## src/rtl/lsu_if.sv

```systemverilog
// Data-memory request/grant/response bus between the load/store unit and memory.
interface lsu_if;
  logic        mem_req;
  logic        mem_we;
  logic [31:0] mem_addr;
  logic [3:0]  mem_wstrb;
  logic [31:0] mem_wdata;
  logic        mem_gnt;
  logic        mem_rvalid;
  logic [31:0] mem_rdata;

  modport master (
    output mem_req, mem_we, mem_addr, mem_wstrb, mem_wdata,
    input  mem_gnt, mem_rvalid, mem_rdata
  );

  modport slave (
    input  mem_req, mem_we, mem_addr, mem_wstrb, mem_wdata,
    output mem_gnt, mem_rvalid, mem_rdata
  );
endinterface

```

## src/rtl/lsu.sv

```systemverilog
// RV32I load/store unit: decodes/aligns an access, runs it on the memory bus,
// extends load data and aborts with an error when the watchdog expires.
//
//  state | meaning
//  IDLE  | waiting for a memory instruction
//  REQ   | mem_req held with stable address/data until mem_gnt
//  WAIT  | load granted, waiting for mem_rvalid
//  RESP  | one-cycle completion pulse to writeback
module lsu #(
  parameter int unsigned TIMEOUT = 255
) (
  input  logic        clk,
  input  logic        rst,
  input  logic        req_valid,
  input  logic        req_we,
  input  logic [2:0]  req_funct3,
  input  logic [31:0] req_addr,
  input  logic [31:0] req_wdata,
  output logic        busy,
  output logic        resp_valid,
  output logic        resp_err,
  output logic [31:0] resp_rdata,
  lsu_if.master       mem
);

  // Counter must hold TIMEOUT itself (a load granted on the last allowed
  // cycle enters WAIT with the count already at the limit).
  localparam int CW  = ($clog2(TIMEOUT + 2) > 8) ? $clog2(TIMEOUT + 2) : 8;
  localparam int CW1 = CW + 1;
  localparam logic [CW:0] TMO_LIMIT = CW1'(TIMEOUT);
  localparam bit TMO_EN = (TIMEOUT != 0);

  typedef enum logic [1:0] {IDLE, REQ, WAIT, RESP} state_t;

  state_t      state, state_d;
  logic [CW-1:0] cnt;
  logic [CW:0] cnt_inc;
  logic        tmo;
  logic [1:0]  off_q;
  logic [2:0]  f3_q;

  logic        legal, aligned, accept_ok;
  logic [31:0] st_wdata;
  logic [3:0]  st_wstrb;
  logic [31:0] lane, load_ext;

  logic        busy_d, resp_valid_d, resp_err_d;
  logic [31:0] resp_rdata_d;
  logic        mem_req_d, mem_we_d;
  logic [31:0] mem_addr_d, mem_wdata_d;
  logic [3:0]  mem_wstrb_d;

  // funct3 legality depends on direction: stores have no unsigned variants
  always_comb begin
    legal = 1'b0;
    case (req_funct3)
      3'b000, 3'b001, 3'b010: legal = 1'b1;
      3'b100, 3'b101:         legal = !req_we;
      default:                legal = 1'b0;
    endcase
  end

  assign aligned = (req_funct3[1:0] == 2'b00) ||
                   (req_funct3[1:0] == 2'b01 && !req_addr[0]) ||
                   (req_funct3[1:0] == 2'b10 && req_addr[1:0] == 2'b00);
  assign accept_ok = legal && aligned;

  // Replicate store data into every lane and enable only the addressed bytes
  always_comb begin
    st_wdata = req_wdata;
    st_wstrb = 4'b1111;
    case (req_funct3[1:0])
      2'b00: begin
        st_wdata = {4{req_wdata[7:0]}};
        st_wstrb = 4'b0001 << req_addr[1:0];
      end
      2'b01: begin
        st_wdata = {2{req_wdata[15:0]}};
        st_wstrb = 4'b0011 << req_addr[1:0];
      end
      default: ;
    endcase
  end

  assign lane = mem.mem_rdata >> {off_q, 3'b000};

  // Sign or zero extend the selected lane of the returned word
  always_comb begin
    load_ext = lane;
    case (f3_q)
      3'b000:  load_ext = {{24{lane[7]}}, lane[7:0]};
      3'b001:  load_ext = {{16{lane[15]}}, lane[15:0]};
      3'b100:  load_ext = {24'b0, lane[7:0]};
      3'b101:  load_ext = {16'b0, lane[15:0]};
      default: ;
    endcase
  end

  assign cnt_inc = {1'b0, cnt} + CW1'(1);
  assign tmo     = TMO_EN && (cnt_inc >= TMO_LIMIT);

  // State register plus the access context and watchdog it needs
  always_ff @(posedge clk or posedge rst) begin
    if (rst) begin
      state <= IDLE;
      cnt   <= '0;
      off_q <= 2'b00;
      f3_q  <= 3'b000;
    end else begin
      state <= state_d;
      if (state == IDLE && state_d == REQ) begin
        cnt   <= '0;
        off_q <= req_addr[1:0];
        f3_q  <= req_funct3;
      end else if (state == REQ || state == WAIT) begin
        cnt <= cnt_inc[CW-1:0];
      end
    end
  end

  // Next state; a grant or data beat on the watchdog's last cycle still wins
  always_comb begin
    state_d = state;
    case (state)
      IDLE: if (req_valid) state_d = accept_ok ? REQ : RESP;
      REQ: begin
        if (mem.mem_gnt)  state_d = mem.mem_we ? RESP : WAIT;
        else if (tmo)     state_d = RESP;
      end
      WAIT: begin
        if (mem.mem_rvalid || tmo) state_d = RESP;
      end
      RESP:    state_d = IDLE;
      default: state_d = IDLE;
    endcase
  end

  // Next value of every registered output, keyed on the transition being taken
  always_comb begin
    busy_d       = (state_d != IDLE);
    resp_valid_d = (state_d == RESP);
    mem_req_d    = (state_d == REQ);
    resp_err_d   = resp_err;
    resp_rdata_d = resp_rdata;
    mem_we_d     = mem.mem_we;
    mem_addr_d   = mem.mem_addr;
    mem_wstrb_d  = mem.mem_wstrb;
    mem_wdata_d  = mem.mem_wdata;
    case (state)
      IDLE: begin
        if (req_valid) begin
          resp_rdata_d = 32'h0;
          if (accept_ok) begin
            resp_err_d  = 1'b0;
            mem_we_d    = req_we;
            mem_addr_d  = {req_addr[31:2], 2'b00};
            mem_wstrb_d = req_we ? st_wstrb : 4'b0000;
            mem_wdata_d = req_we ? st_wdata : 32'h0;
          end else begin
            resp_err_d = 1'b1;
          end
        end
      end
      REQ: begin
        if (state_d != REQ) begin
          mem_we_d     = 1'b0;
          mem_addr_d   = 32'h0;
          mem_wstrb_d  = 4'b0000;
          mem_wdata_d  = 32'h0;
          resp_err_d   = !mem.mem_gnt;
          resp_rdata_d = 32'h0;
        end
      end
      WAIT: begin
        if (state_d == RESP) begin
          resp_err_d   = !mem.mem_rvalid;
          resp_rdata_d = mem.mem_rvalid ? load_ext : 32'h0;
        end
      end
      default: begin
        resp_err_d   = 1'b0;
        resp_rdata_d = 32'h0;
      end
    endcase
  end

  // Output registers; reset clears everything, including an in-flight mem_req
  always_ff @(posedge clk or posedge rst) begin
    if (rst) begin
      busy          <= 1'b0;
      resp_valid    <= 1'b0;
      resp_err      <= 1'b0;
      resp_rdata    <= 32'h0;
      mem.mem_req   <= 1'b0;
      mem.mem_we    <= 1'b0;
      mem.mem_addr  <= 32'h0;
      mem.mem_wstrb <= 4'b0000;
      mem.mem_wdata <= 32'h0;
    end else begin
      busy          <= busy_d;
      resp_valid    <= resp_valid_d;
      resp_err      <= resp_err_d;
      resp_rdata    <= resp_rdata_d;
      mem.mem_req   <= mem_req_d;
      mem.mem_we    <= mem_we_d;
      mem.mem_addr  <= mem_addr_d;
      mem.mem_wstrb <= mem_wstrb_d;
      mem.mem_wdata <= mem_wdata_d;
    end
  end

endmodule

```

## src/flat_wrapper.sv

```systemverilog
// flat-port wrapper written by rule: the top's interface ports become plain ports
module lsu_flat 
#(
  parameter int unsigned TIMEOUT = 255
)
  (clk, rst, req_valid, req_we, req_funct3, req_addr, req_wdata, busy, resp_valid, resp_err, resp_rdata, mem_mem_req, mem_mem_we, mem_mem_addr, mem_mem_wstrb, mem_mem_wdata, mem_mem_gnt, mem_mem_rvalid, mem_mem_rdata);
  lsu_if mem_i ();
  input  logic clk;
  input  logic rst;
  input  logic req_valid;
  input  logic req_we;
  input  logic [2:0] req_funct3;
  input  logic [31:0] req_addr;
  input  logic [31:0] req_wdata;
  output logic busy;
  output logic resp_valid;
  output logic resp_err;
  output logic [31:0] resp_rdata;
  output wire logic [$bits(mem_i.mem_req)-1:0] mem_mem_req;
  output wire logic [$bits(mem_i.mem_we)-1:0] mem_mem_we;
  output wire logic [$bits(mem_i.mem_addr)-1:0] mem_mem_addr;
  output wire logic [$bits(mem_i.mem_wstrb)-1:0] mem_mem_wstrb;
  output wire logic [$bits(mem_i.mem_wdata)-1:0] mem_mem_wdata;
  input wire logic [$bits(mem_i.mem_gnt)-1:0] mem_mem_gnt;
  input wire logic [$bits(mem_i.mem_rvalid)-1:0] mem_mem_rvalid;
  input wire logic [$bits(mem_i.mem_rdata)-1:0] mem_mem_rdata;
  assign mem_mem_req = mem_i.mem_req;
  assign mem_mem_we = mem_i.mem_we;
  assign mem_mem_addr = mem_i.mem_addr;
  assign mem_mem_wstrb = mem_i.mem_wstrb;
  assign mem_mem_wdata = mem_i.mem_wdata;
  assign mem_i.mem_gnt = mem_mem_gnt;
  assign mem_i.mem_rvalid = mem_mem_rvalid;
  assign mem_i.mem_rdata = mem_mem_rdata;
  lsu #(.TIMEOUT(TIMEOUT)) u_core (.clk(clk), .rst(rst), .req_valid(req_valid), .req_we(req_we), .req_funct3(req_funct3), .req_addr(req_addr), .req_wdata(req_wdata), .busy(busy), .resp_valid(resp_valid), .resp_err(resp_err), .resp_rdata(resp_rdata), .mem(mem_i));
endmodule
```

## config.mk

```make
export PLATFORM = sky130hd
export DESIGN_NAME = lsu_flat
export DESIGN_NICKNAME = d
export VERILOG_FILES = /design/src/rtl/lsu_if.sv /design/src/rtl/lsu.sv /design/src/flat_wrapper.sv
export SDC_FILE = /design/constraint.sdc
export NUM_CORES = 1
export LEC_CHECK = 0
export CAP_MARGIN = 10
export CELL_PAD_IN_SITES_DETAIL_PLACEMENT = 0
export CELL_PAD_IN_SITES_GLOBAL_PLACEMENT = 1
export CORE_ASPECT_RATIO = 1.2
export CORE_UTILIZATION = 37
export CTS_BUF_LIST = sky130_fd_sc_hd__clkbuf_4 sky130_fd_sc_hd__clkbuf_8 sky130_fd_sc_hd__clkbuf_16
export DETAILED_ROUTE_END_ITERATION = 6
export GPL_ROUTABILITY_DRIVEN = 1
export PLACE_DENSITY_LB_ADDON = 0.05
export SLEW_MARGIN = 20
export SYNTH_ARGS = -nofsm -noshare
export SYNTH_HDL_FRONTEND = slang
export SYNTH_SLANG_ARGS = --single-unit
```

## constraint.sdc

```tcl
create_clock -name clk -period 9.5 [get_ports clk]
set_clock_uncertainty 0.05 [all_clocks]
set_input_delay 0.95 -clock clk [delete_from_list [all_inputs] [get_ports clk]]
set_output_delay 0.95 -clock clk [all_outputs]
set_load 0.02 [all_outputs]
```

[Word-level counts from Yosys, hierarchy flattened]
Index checks and enable logic that the tools add are counted.
Storage, ports and cells
  output and inout bits: 105
  register bits: 121
  input bits: 105
  logic and storage cells: 100
Cells by class
  shift operators: 3
  reductions and logical operators: 24
  eq/ne operators: 19
  add/subtract/negate cells: 1
  muxes and demuxes: 39
  $lt $le $gt $ge: 1
Operators with widths (count)
  $mux 32: 9
  $pmux 32 s2: 3
  $pmux 32 s4: 1
  $pmux 32 s3: 1
  $shr 32x5->32: 1
  $mux 9: 2
  $mux 4: 4
  $pmux 4 s2: 2
  $eq 3x3->1 const B: 4
  $add 9x1->10 const B: 1
  $ge 10x8->1 const B: 1
  $mux 2: 5
  $eq 2x2->1 const B: 4
  $mux 1: 8
  $pmux 2 s4: 1
  $eq 2x1->1 const B: 3
  $eq 3x1->1 const B: 2
  $logic_not 2->1: 3
  $logic_not 3->1: 2
  $ne 2x1->1 const B: 3
  $reduce_bool 2->1: 3
  $logic_and 1x1->1: 4
  $logic_not 1->1: 4
  $logic_or 1x1->1: 4
  other kinds (10): 12

[Longest topological paths before layout]
Gate-level depths: netlist (run 1).
  depth after elaboration: 11
  gate-level depth with buffers: 11
  depth with buffers taken out: 9

[Least setup slack after synthesis (run 1)]
No wires, ideal clock.
  kind: input -> register
  start point: in req_funct3[0]
  end point: reg u_core.off_q[0]
  required time: 9.323 ns
  cell stages on the path: 9
  path buffers: 2
  arrival time: 3.088 ns
  setup time: 0.127 ns
  path slack: 6.235 ns
  path through: clkbuf_1 a221oi_1 o311a_1 nor2_1 o41ai_4 inv_2 nor3_4 buf_4 mux2_1
Between the ends
  cells in the longest elaborated chain, start to end: 10
  elaborated cells between the ends (all ways): 21
  classes of those cells: 7 x eq/ne; 4 x mux; 10 x reduce/logical
Ends and longest elaborated chain
  from (decl): line flat_wrapper.sv:12  | input logic [2:0] req_funct3;
  parallel branches: the longest is 4 deep, another holds $eq 3x1->1
  $logic_and 1x1->1 (*): line lsu.sv:66  | assign accept_ok = legal && aligned;
  $mux 2 (*) (2 in series): line lsu.sv:125  | IDLE: if (req_valid) state_d = accept_ok ? REQ : RESP;
  $pmux 2 s4 (*): line lsu.sv:124  | case (state)
  named net u_core.state_d[1]: line lsu.sv:35  | state_t state, state_d;
  $eq 2x1->1 (*): line lsu.sv:111  | if (state == IDLE && state_d == REQ) begin
  $logic_and 1x1->1 (*): line lsu.sv:111
  to (signal assigned): line lsu.sv:113  | off_q <= req_addr[1:0];
  to (decl): line lsu.sv:39  | logic [1:0] off_q;
Mark *: on every way through the listed nets, which the timed path passes.
A chain may end at the register's enable or synchronous reset.

[Worst setup path after layout (run 1)]
  start point: in req_funct3[0]
  end point: reg u_core.mem.mem_addr[27]
Between the ends
  cells in the longest elaborated chain, start to end: 11
  elaborated cells between the ends (all ways): 23
  classes of those cells: 9 x eq/ne; 4 x mux; 10 x reduce/logical
Ends and longest elaborated chain
  parallel branches: the longest is 4 deep, another holds $eq 3x1->1
  $logic_and 1x1->1 (*): line lsu.sv:66
  $mux 2 (*) (2 in series): line lsu.sv:125
  $pmux 2 s4 (*): line lsu.sv:124
  named net u_core.state_d[1]: line lsu.sv:35
  $ne 2x1->1 (*): line lsu.sv:165  | if (state_d != REQ) begin
  $ne 2x2->1 (no source line) (*)
  $reduce_and 4->1 (no source line) (*)
  to (signal assigned): line lsu.sv:206  | mem.mem_addr <= mem_addr_d;
  to (decl): line lsu_if.sv:13  | output mem_req, mem_we, mem_addr, mem_wstrb, mem_wdata,
Marked as above.

==> flow_summary.toml, run 1 <==
[sta]
whs_ps = 437
fin_crit_sh_pct = 44.9
tns_ps = 0
fin_ws_ps = 5230
worstMarginPinSlew_ps = 921
layout_min_cycle_time_ps = 4270
slew_headroom_pct = 38.4
setup_viol = 0
slew_violations = 0
max_freq_ghz = 0.234
hold_violations = 0
rsz0062_at_grt = "false"

[clock_tree]
clock_sinks = 119
worst_setup_hold_path_clk_slew_ps = 50
cts_tree = "built"
clock-root-buffer = "clkbuf_16"
cts_max_level = 4
clk_path_buf_depth = 2
hold_buffers = 0
cts_resized = 0
clk_latency_ps = 410
cts_buffers = 17
postCtsSetupRepairBufs = 0

[outcome]
status = "complete, no violations"

[floorplan]
start_util_pct = 38.0
dieArea_um2 = 16000
die_x_um = 116
std_cell_rows = 49
die_h_um = 138
io_pins = 210
core_um2 = 15100

[yosys]
syn_inst = 511
synth_edf_count = 0
synth.avg_cell_area_um2 = 11.2
synthArstFlopShare_pct = 100
netlist_area_um2 = 5730
ys_types = 54
synth_top_flop_cell = "dfrtp_1"
ys_warn_count = 0
yosysSeqAreaShare_pct = 52.0
ys_ff_latch = 119

[run]
cap_violations = 0

[layout]
final_area_um2 = 8530
num_antenna_cells = 0
layout_common_cells = "clkdlybuf4s50_1, dfrtp_1, a22o_1"
final_common_cell = "clkdlybuf4s50_1"
syn2layout_area_growth_pct = 48.9
fin_nets = 816
final_layout_size_suffix_gt1_share_pct = 7.68

[place]
pre_cts_ws_ps = 4820
hpwl_mm = 11.5
placed_area_um2 = 7950
port_buffers = 207
gp_congestion = 0.840

[power_and_ir_drop]
ir_worst_vdd_mv = 0.141
leakagePower_nw = 3.74
p_per_area_nw_per_um2 = 303

[global_routing]
grt_max_degree = 67
grt_usage_pct = 21.9
grt_pass1_wl_mm = 27.0
globalRouteOverflowTotal = 0
antenna_found_initial = 0
grt_pass1_vias = 5010

[critical_path]
rrSetupSlack_ps = 5910
crit_arrival_ps = 4560
end_kind = "register"
path_max_fanout = 66
startpoint_type = "input port"
path_class = "input port to register"
cp_data_required_time_ps = 9790

[routing]
drt_iter0_markers = 291
wl_per_cell_um = 18.3
first_pass_iters = 4
totalWireLength_mm = 16.8
viasPerCell = 5.29
route.detailed.drc = 0
vias = 4863
ant_nets = 0

[min_path]
hold_path_class = "register to register"
[flip-flops by register name, indices dropped and copies added (netlist names)]
| register | count |
|---|---|
| u_core.busy | 1 |
| u_core.resp_rdata | 32 |
| u_core.resp_valid | 1 |
| u_core.mem.mem_wstrb | 4 |
| u_core.mem.mem_req | 1 |
| u_core.mem.mem_addr | 30 |
| u_core.f3_q | 3 |
| u_core.state | 2 |
| u_core.mem.mem_wdata | 32 |
| u_core.mem.mem_we | 1 |
| u_core.cnt | 9 |
| u_core.off_q | 2 |
| u_core.resp_err | 1 |
[stage by stage]
step | cells | power (mW) | utilization (%)
after floorplan | 512 | 1.52 | -
after global placement | 890 | 1.95 | 52.6
after detailed placement | 890 | 1.97 | 52.7
after CTS | 920 | 2.61 | 56.6
after global routing | 920 | 2.74 | 56.6
final | 920 | 2.58 | 56.6
[kinds of logic after synthesis]
kind of cell / after synthesis / synth area share (%)
adder cells (fa/ha/maj): 6 / 1.31
AND/OR/NAND/NOR: 115 / 9.28
AO/OA/AOI/OAI: 163 / 23.2
flip-flops: 119 / 52.0
XOR/XNOR: 8 / 1.22
other: 1 / 0.0654
buffers and inverters: 51 / 4.26
multiplexers: 48 / 8.73
[worst paths after layout]
check / start / endpoint / cells after the start
setup / recovery: req_funct3[0] / u_core.mem.mem_addr[27] / 9
hold / removal: u_core.mem.mem_wdata[9] / u_core.mem.mem_wdata[9] / 1
setup reg to reg: u_core.cnt[0] / u_core.mem.mem_addr[27] / 9
hold reg to reg: u_core.mem.mem_wdata[9] / u_core.mem.mem_wdata[9] / 1
max in group asynchronous: rst / u_core.resp_rdata[28] / 3
min in group asynchronous: rst / u_core.mem.mem_addr[24] / 2
[synthesized netlist by cell type, types with 2 or more instances]
cell       number  area share, %
a211o_1         7            1.1
a21o_1          2           0.26
a21oi_1         9           0.79
a221oi_1        2           0.31
a22o_1         71             11
a32o_1          7            1.2
and2_1          3           0.33
and4b_1         2           0.35
buf_1           5           0.33
buf_2           6           0.52
buf_4           4           0.52
buf_6           4           0.79
clkbuf_1       21            1.4
dfrtp_1       119             52
ha_1            6            1.3
inv_1          10           0.65
mux2_2          5           0.98
mux2i_1        41            7.2
nand2_1        44            2.9
nand3_1         5           0.44
nand3b_1        2           0.26
nand4_1         4           0.44
nor2_1         36            2.4
nor2b_1         9           0.98
nor3_1          5           0.44
o21ai_0        27            2.4
o2bb2ai_1      21            3.2
o32a_1          2           0.35
xnor2_1         4           0.61
xor2_1          4           0.61
[layout make-up]
class	instances	area, µm²
fill	1354	6550
clock inverter	2	35.0
sequential	119	2980
inverter	11	43.8
multi-input combinational	342	2540
tap	204	255
timing repair buffer	214	2120
clock buffer	28	552
[critical path, stage by stage]
cell and delay, ps:
clkdlybuf4s50_1 800, nor4_1 590, o311a_1 240, nor2_1 70, o41ai_4 610, inv_2 180
o221ai_4 190, buf_4 590, a22o_1 260
[layer usage]
layer  routed length (µm)  global-route usage, %  vias to the layer above
met1                 7040                   27.3                     2370
met5                    0                      0                        -
met3                 1200                   6.49                       30
li1                     -                      -                     2292
met4                  476                   10.9                        0
met2                 8090                   34.2                      171
[power breakdown]
part / total, mW / internal [mW] / switching [mW]
Combinational: 1.18 / 0.507 / 0.672
Sequential: 0.773 / 0.658 / 0.116
Clock: 0.629 / 0.417 / 0.212
Total: 2.58 / 1.58 / 1.00
Note: power is estimated with default switching activity, not from simulation.
==> inputs of run 2 (changes only) <==
Settings changed: CORE_UTILIZATION 37 to 34.
Clock period 9.5 ns to 4.2 ns, I/O delays scaled along.
==> flow_summary.toml, run 2 (synthesis results as in run 1) <==
[outcome]
status = "complete, no violations"

[critical_path]
cp_cell_sequence = "ha_1 > a21boi_0 > and4b_1 > o32a_1 > o41ai_4 > inv_2 > nor3_4 > mux2_2"
critPathMaxStageDelay_ps = 560
end_kind = "register"
path_class = "register to register"
crit_arrival_ps = 3650
startpoint_type = "register"
cp_data_required_time_ps = 4450
path_max_fanout = 14
slowest_stage = "nor3_4"

[clock_tree]
hold_buffers = 0
clock-root-buffer = "clkbuf_16"
clk_latency_ps = 420
cts_max_level = 4
worst_setup_hold_path_clk_slew_ps = 60
cts_buffers = 17
clock_sinks = 119
postCtsSetupRepairBufs = 0
clk_path_buf_depth = 2
cts_tree = "built"
cts_resized = 0

[global_routing]
grt_pass1_vias = 5017
globalRouteOverflowTotal = 0
antenna_found_initial = 0
grt_max_degree = 77
grt_pass1_wl_mm = 26.8
grt_usage_pct = 20.2

[sta]
setup_viol = 0
slew_violations = 0
layout_min_cycle_time_ps = 3410
tns_ps = 0
hold_violations = 0
rsz0062_at_grt = "false"
whs_ps = 374
worstMarginPinSlew_ps = 1060
slew_headroom_pct = 29.4
fin_crit_sh_pct = 81.1
max_freq_ghz = 0.293

[run]
cap_violations = 0

[floorplan]
die_x_um = 121
io_pins = 210
core_um2 = 16300
start_util_pct = 35.1
dieArea_um2 = 17400
die_h_um = 144
std_cell_rows = 51

[routing]
viasPerCell = 5.20
totalWireLength_mm = 17.2
wl_per_cell_um = 18.4
ant_nets = 0
first_pass_iters = 5
vias = 4860
drt_iter0_markers = 221
route.detailed.drc = 0

[layout]
final_layout_size_suffix_gt1_share_pct = 8.31
final_area_um2 = 8660
final_cells = 934
syn2layout_area_growth_pct = 51.1
multi_input_area_um2 = 2530
num_antenna_cells = 0
largest_registers = "u_core.mem.mem_wdata: 32 flops, u_core.resp_rdata: 32 flops, u_core.mem.mem_addr: 30 flops"
fin_nets = 820
final_common_cell = "clkdlybuf4s50_1"
nFillCells = 1512
layout_common_cells = "clkdlybuf4s50_1, dfrtp_1, a22o_1"
seq_area_um2 = 2980

[power_and_ir_drop]
switching_share_pct = 37.9
pwr-share-seq_pct = 29.2
ir_worst_vdd_mv = 0.473
switchingPower_mw = 2.30
power_mw = 6.07
leakagePower_nw = 3.80
p_int_mw = 3.77
p_per_area_nw_per_um2 = 701
clock_power_share_pct = 26.5
power_frac_comb_pct = 44.3

[place]
placed_area_um2 = 8000
post-place-cells = 902
port_buffers = 207
hpwl_mm = 12.0
gp_congestion = 0.774

[min_path]
hold_path_class = "input port to async pin"
==> run 2: stage by stage <==
stage               utilization, %  setup slack (ps)
floorplan                        -               573
global placement              49.0               665
detailed placement            49.0               606
CTS                           53.0               775
global route                  53.0               563
finish                        53.0               792
==> run 2: metal layers <==
metal  track usage (%)  share of wire, %  vias up
met2              33.0                49      154
met5                 0                 0        -
met3              7.22               7.3       22
met4              8.38               2.0        0
li1                  -                 -     2297
met1              24.1                42     2387
==> run 2: final cells by class <==
cell class / count / share of cell area (%)
clock inverter: 7 / 1.59
multi-input combinational: 342 / 29.3
sequential: 119 / 34.4
inverter: 11 / 0.506
clock buffer: 25 / 6.04
tap: 212 / 3.06
timing repair buffer: 218 / 25.2
==> run 2: power groups by stage <==
stage / clock network [mW] / registers, mW / logic (mW)
floorplan: 0 / 2.02 / 1.43
global placement: 0 / 1.78 / 2.69
detailed placement: 0 / 1.78 / 2.70
CTS: 1.64 / 1.78 / 2.72
global route: 1.70 / 1.83 / 2.90
finish: 1.61 / 1.77 / 2.69
==> run 2: final timing paths <==
kind	from	to	slack, ps	cells past startpoint
max in group asynchronous	rst	u_core.cnt[8]	2900	3
min in group clk	u_core.mem.mem_wdata[17]	u_core.mem.mem_wdata[17]	440	1
setup reg to reg	u_core.cnt[0]	u_core.f3_q[0]	790	8
hold reg to reg	u_core.mem.mem_wdata[17]	u_core.mem.mem_wdata[17]	440	1
hold / removal	rst	u_core.resp_rdata[29]	370	2
setup / recovery	u_core.cnt[0]	u_core.f3_q[0]	790	8
==> run 2: worst max-delay path, delay by kind of cell, from the launching register on <==
kind	cells	cell delay, ps
compound gates	3	1110
simple gates	2	780
flops	1	460
mux	1	400
fa+ha+maj	1	340
buf+inv	1	170
==> inputs of run 3 (changes only) <==
Clock period 4.2 ns to 3.5 ns, I/O delays scaled along.
==> flow_summary.toml, run 3 (synthesis results as in run 1) <==
[power_and_ir_drop]
clock_power_share_pct = 26.7
ir_worst_vdd_mv = 0.428
power_frac_comb_pct = 44.8
switchingPower_mw = 2.78
pwr-share-seq_pct = 28.5
switching_share_pct = 37.6
p_per_area_nw_per_um2 = 848
leakagePower_nw = 3.82
p_int_mw = 4.61

[routing]
ant_nets = 0
totalWireLength_mm = 17.3
first_pass_iters = 6
drt_iter0_markers = 280
met2_length_mm = 8.49
wl_met1_mm = 7.12
wl_met3_mm = 1.25
vias = 4913
route.detailed.drc = 0
wl_per_cell_um = 18.4
routed.top_layer = "met4"
viasPerCell = 5.24

[layout]
seq_area_um2 = 2980
syn2layout_area_growth_pct = 52.0
final_common_cell = "clkdlybuf4s50_1"
num_antenna_cells = 0
fin_nets = 826
final_layout_size_suffix_gt1_share_pct = 8.82
final_cells = 938
largest_registers = "u_core.mem.mem_wdata: 32 flops, u_core.resp_rdata: 32 flops, u_core.mem.mem_addr: 30 flops"
multi_input_area_um2 = 2530
nFillCells = 1479
layout_common_cells = "clkdlybuf4s50_1, dfrtp_1, a22o_1"
final_area_um2 = 8710

[place]
port_buffers = 207
hpwl_mm = 12.1
post-place-cells = 908
placed_area_um2 = 8050
gp_congestion = 0.791

[critical_path]
rrSetupSlack_ps = 520
rr_endpoint = "u_core.mem.mem_addr[25]"
cp_cell_sequence = "ha_1 > a21boi_0 > and4b_1 > o32a_1 > o41ai_4 > inv_2 > o221ai_4 > buf_12 > a22o_1"
crit_arrival_ps = 3290
slowest_stage = "dfrtp_1"
r2r-start = "u_core.cnt[0]"
cp_data_required_time_ps = 3800
reg2regPathDepth = 9
end_kind = "register"
crit_buf_inv = 2
critical_path.top_delay_family = "compound AO/OA/AOI/OAI gates"
path_depth = 9
critPathMaxStageDelay_ps = 460
path_max_fanout = 66
path_class = "register to register"
startpoint_type = "register"

[sta]
rsz0062_at_grt = "false"
layout_min_cycle_time_ps = 2980
slew_violations = 0
setup_viol = 0
slew_headroom_pct = 35.6
fin_crit_sh_pct = 85.2
worstMarginPinSlew_ps = 963
tns_ps = 0
max_freq_ghz = 0.335
hold_violations = 0

[floorplan]
die_h_um = 144
die_x_um = 121
std_cell_rows = 51
io_pins = 210
dieArea_um2 = 17400
start_util_pct = 35.1
core_um2 = 16300

[clock_tree]
clock_sinks = 119
worst_setup_hold_path_clk_slew_ps = 50
clk_latency_ps = 410
clk_path_buf_depth = 2
clock-root-buffer = "clkbuf_16"
cts_tree = "built"
cts_resized = 0
cts_buffers = 17
hold_buffers = 0
cts_max_level = 4
postCtsSetupRepairBufs = 0

[global_routing]
grt_max_degree = 67
antenna_found_initial = 0
grt_pass1_vias = 5055
grt_usage_pct = 20.5
grt_pass1_wl_mm = 27.2
globalRouteOverflowTotal = 0

[run]
cap_violations = 0

[outcome]
status = "complete, no violations"

[min_path]
hold_path_class = "input port to async pin"
[run 3: power groups by stage]
stage | sequential (mW) | clock (mW) | combinational, mW
after floorplan | 2.43 | 0 | 1.71
final | 2.11 | 1.97 | 3.31
after detailed placement | 2.12 | 0 | 3.33
after CTS | 2.11 | 2.01 | 3.34
after global placement | 2.11 | 0 | 3.30
after global routing | 2.17 | 2.08 | 3.59
[run 3: how the worst max path moves through the flow]
| stage | startpoint | endpoint |
|---|---|---|
| 2_1_floorplan | u_core.cnt[0] | u_core.off_q[0] |
| 3_3_place_gp | req_addr[0] | u_core.resp_rdata[26] |
| 3_5_place_dp | req_addr[0] | u_core.mem.mem_addr[25] |
| 4_1_cts | u_core.cnt[0] | u_core.mem.mem_addr[25] |
| 5_1_grt | u_core.cnt[0] | u_core.resp_rdata[26] |
| 6_report | u_core.cnt[0] | u_core.mem.mem_addr[25] |
[run 3: metrics by stage]
stage,hold WS (ps),power [mW],util [%],worst slack (ps)
floorplan,433,4.14,-,502
global placement,420,5.42,49.3,496
detailed placement,423,5.45,49.3,427
CTS,384,7.47,53.3,538
global route,428,7.84,53.3,292
finish,371,7.39,53.3,517
[run 3: layout make-up]
class                      instances  share of cell area (%)
clock buffer                      23                    5.76
timing repair buffer             224                    25.5
inverter                          11                   0.517
clock inverter                     7                    1.90
tap                              212                    3.04
sequential                       119                    34.2
multi-input combinational        342                    29.1
[run 3: layer usage]
metal	global-route usage, %	vias to the layer above
met5	0	-
met4	8.58	0
met3	7.85	34
met2	33.9	160
met1	23.8	2416
li1	-	2303
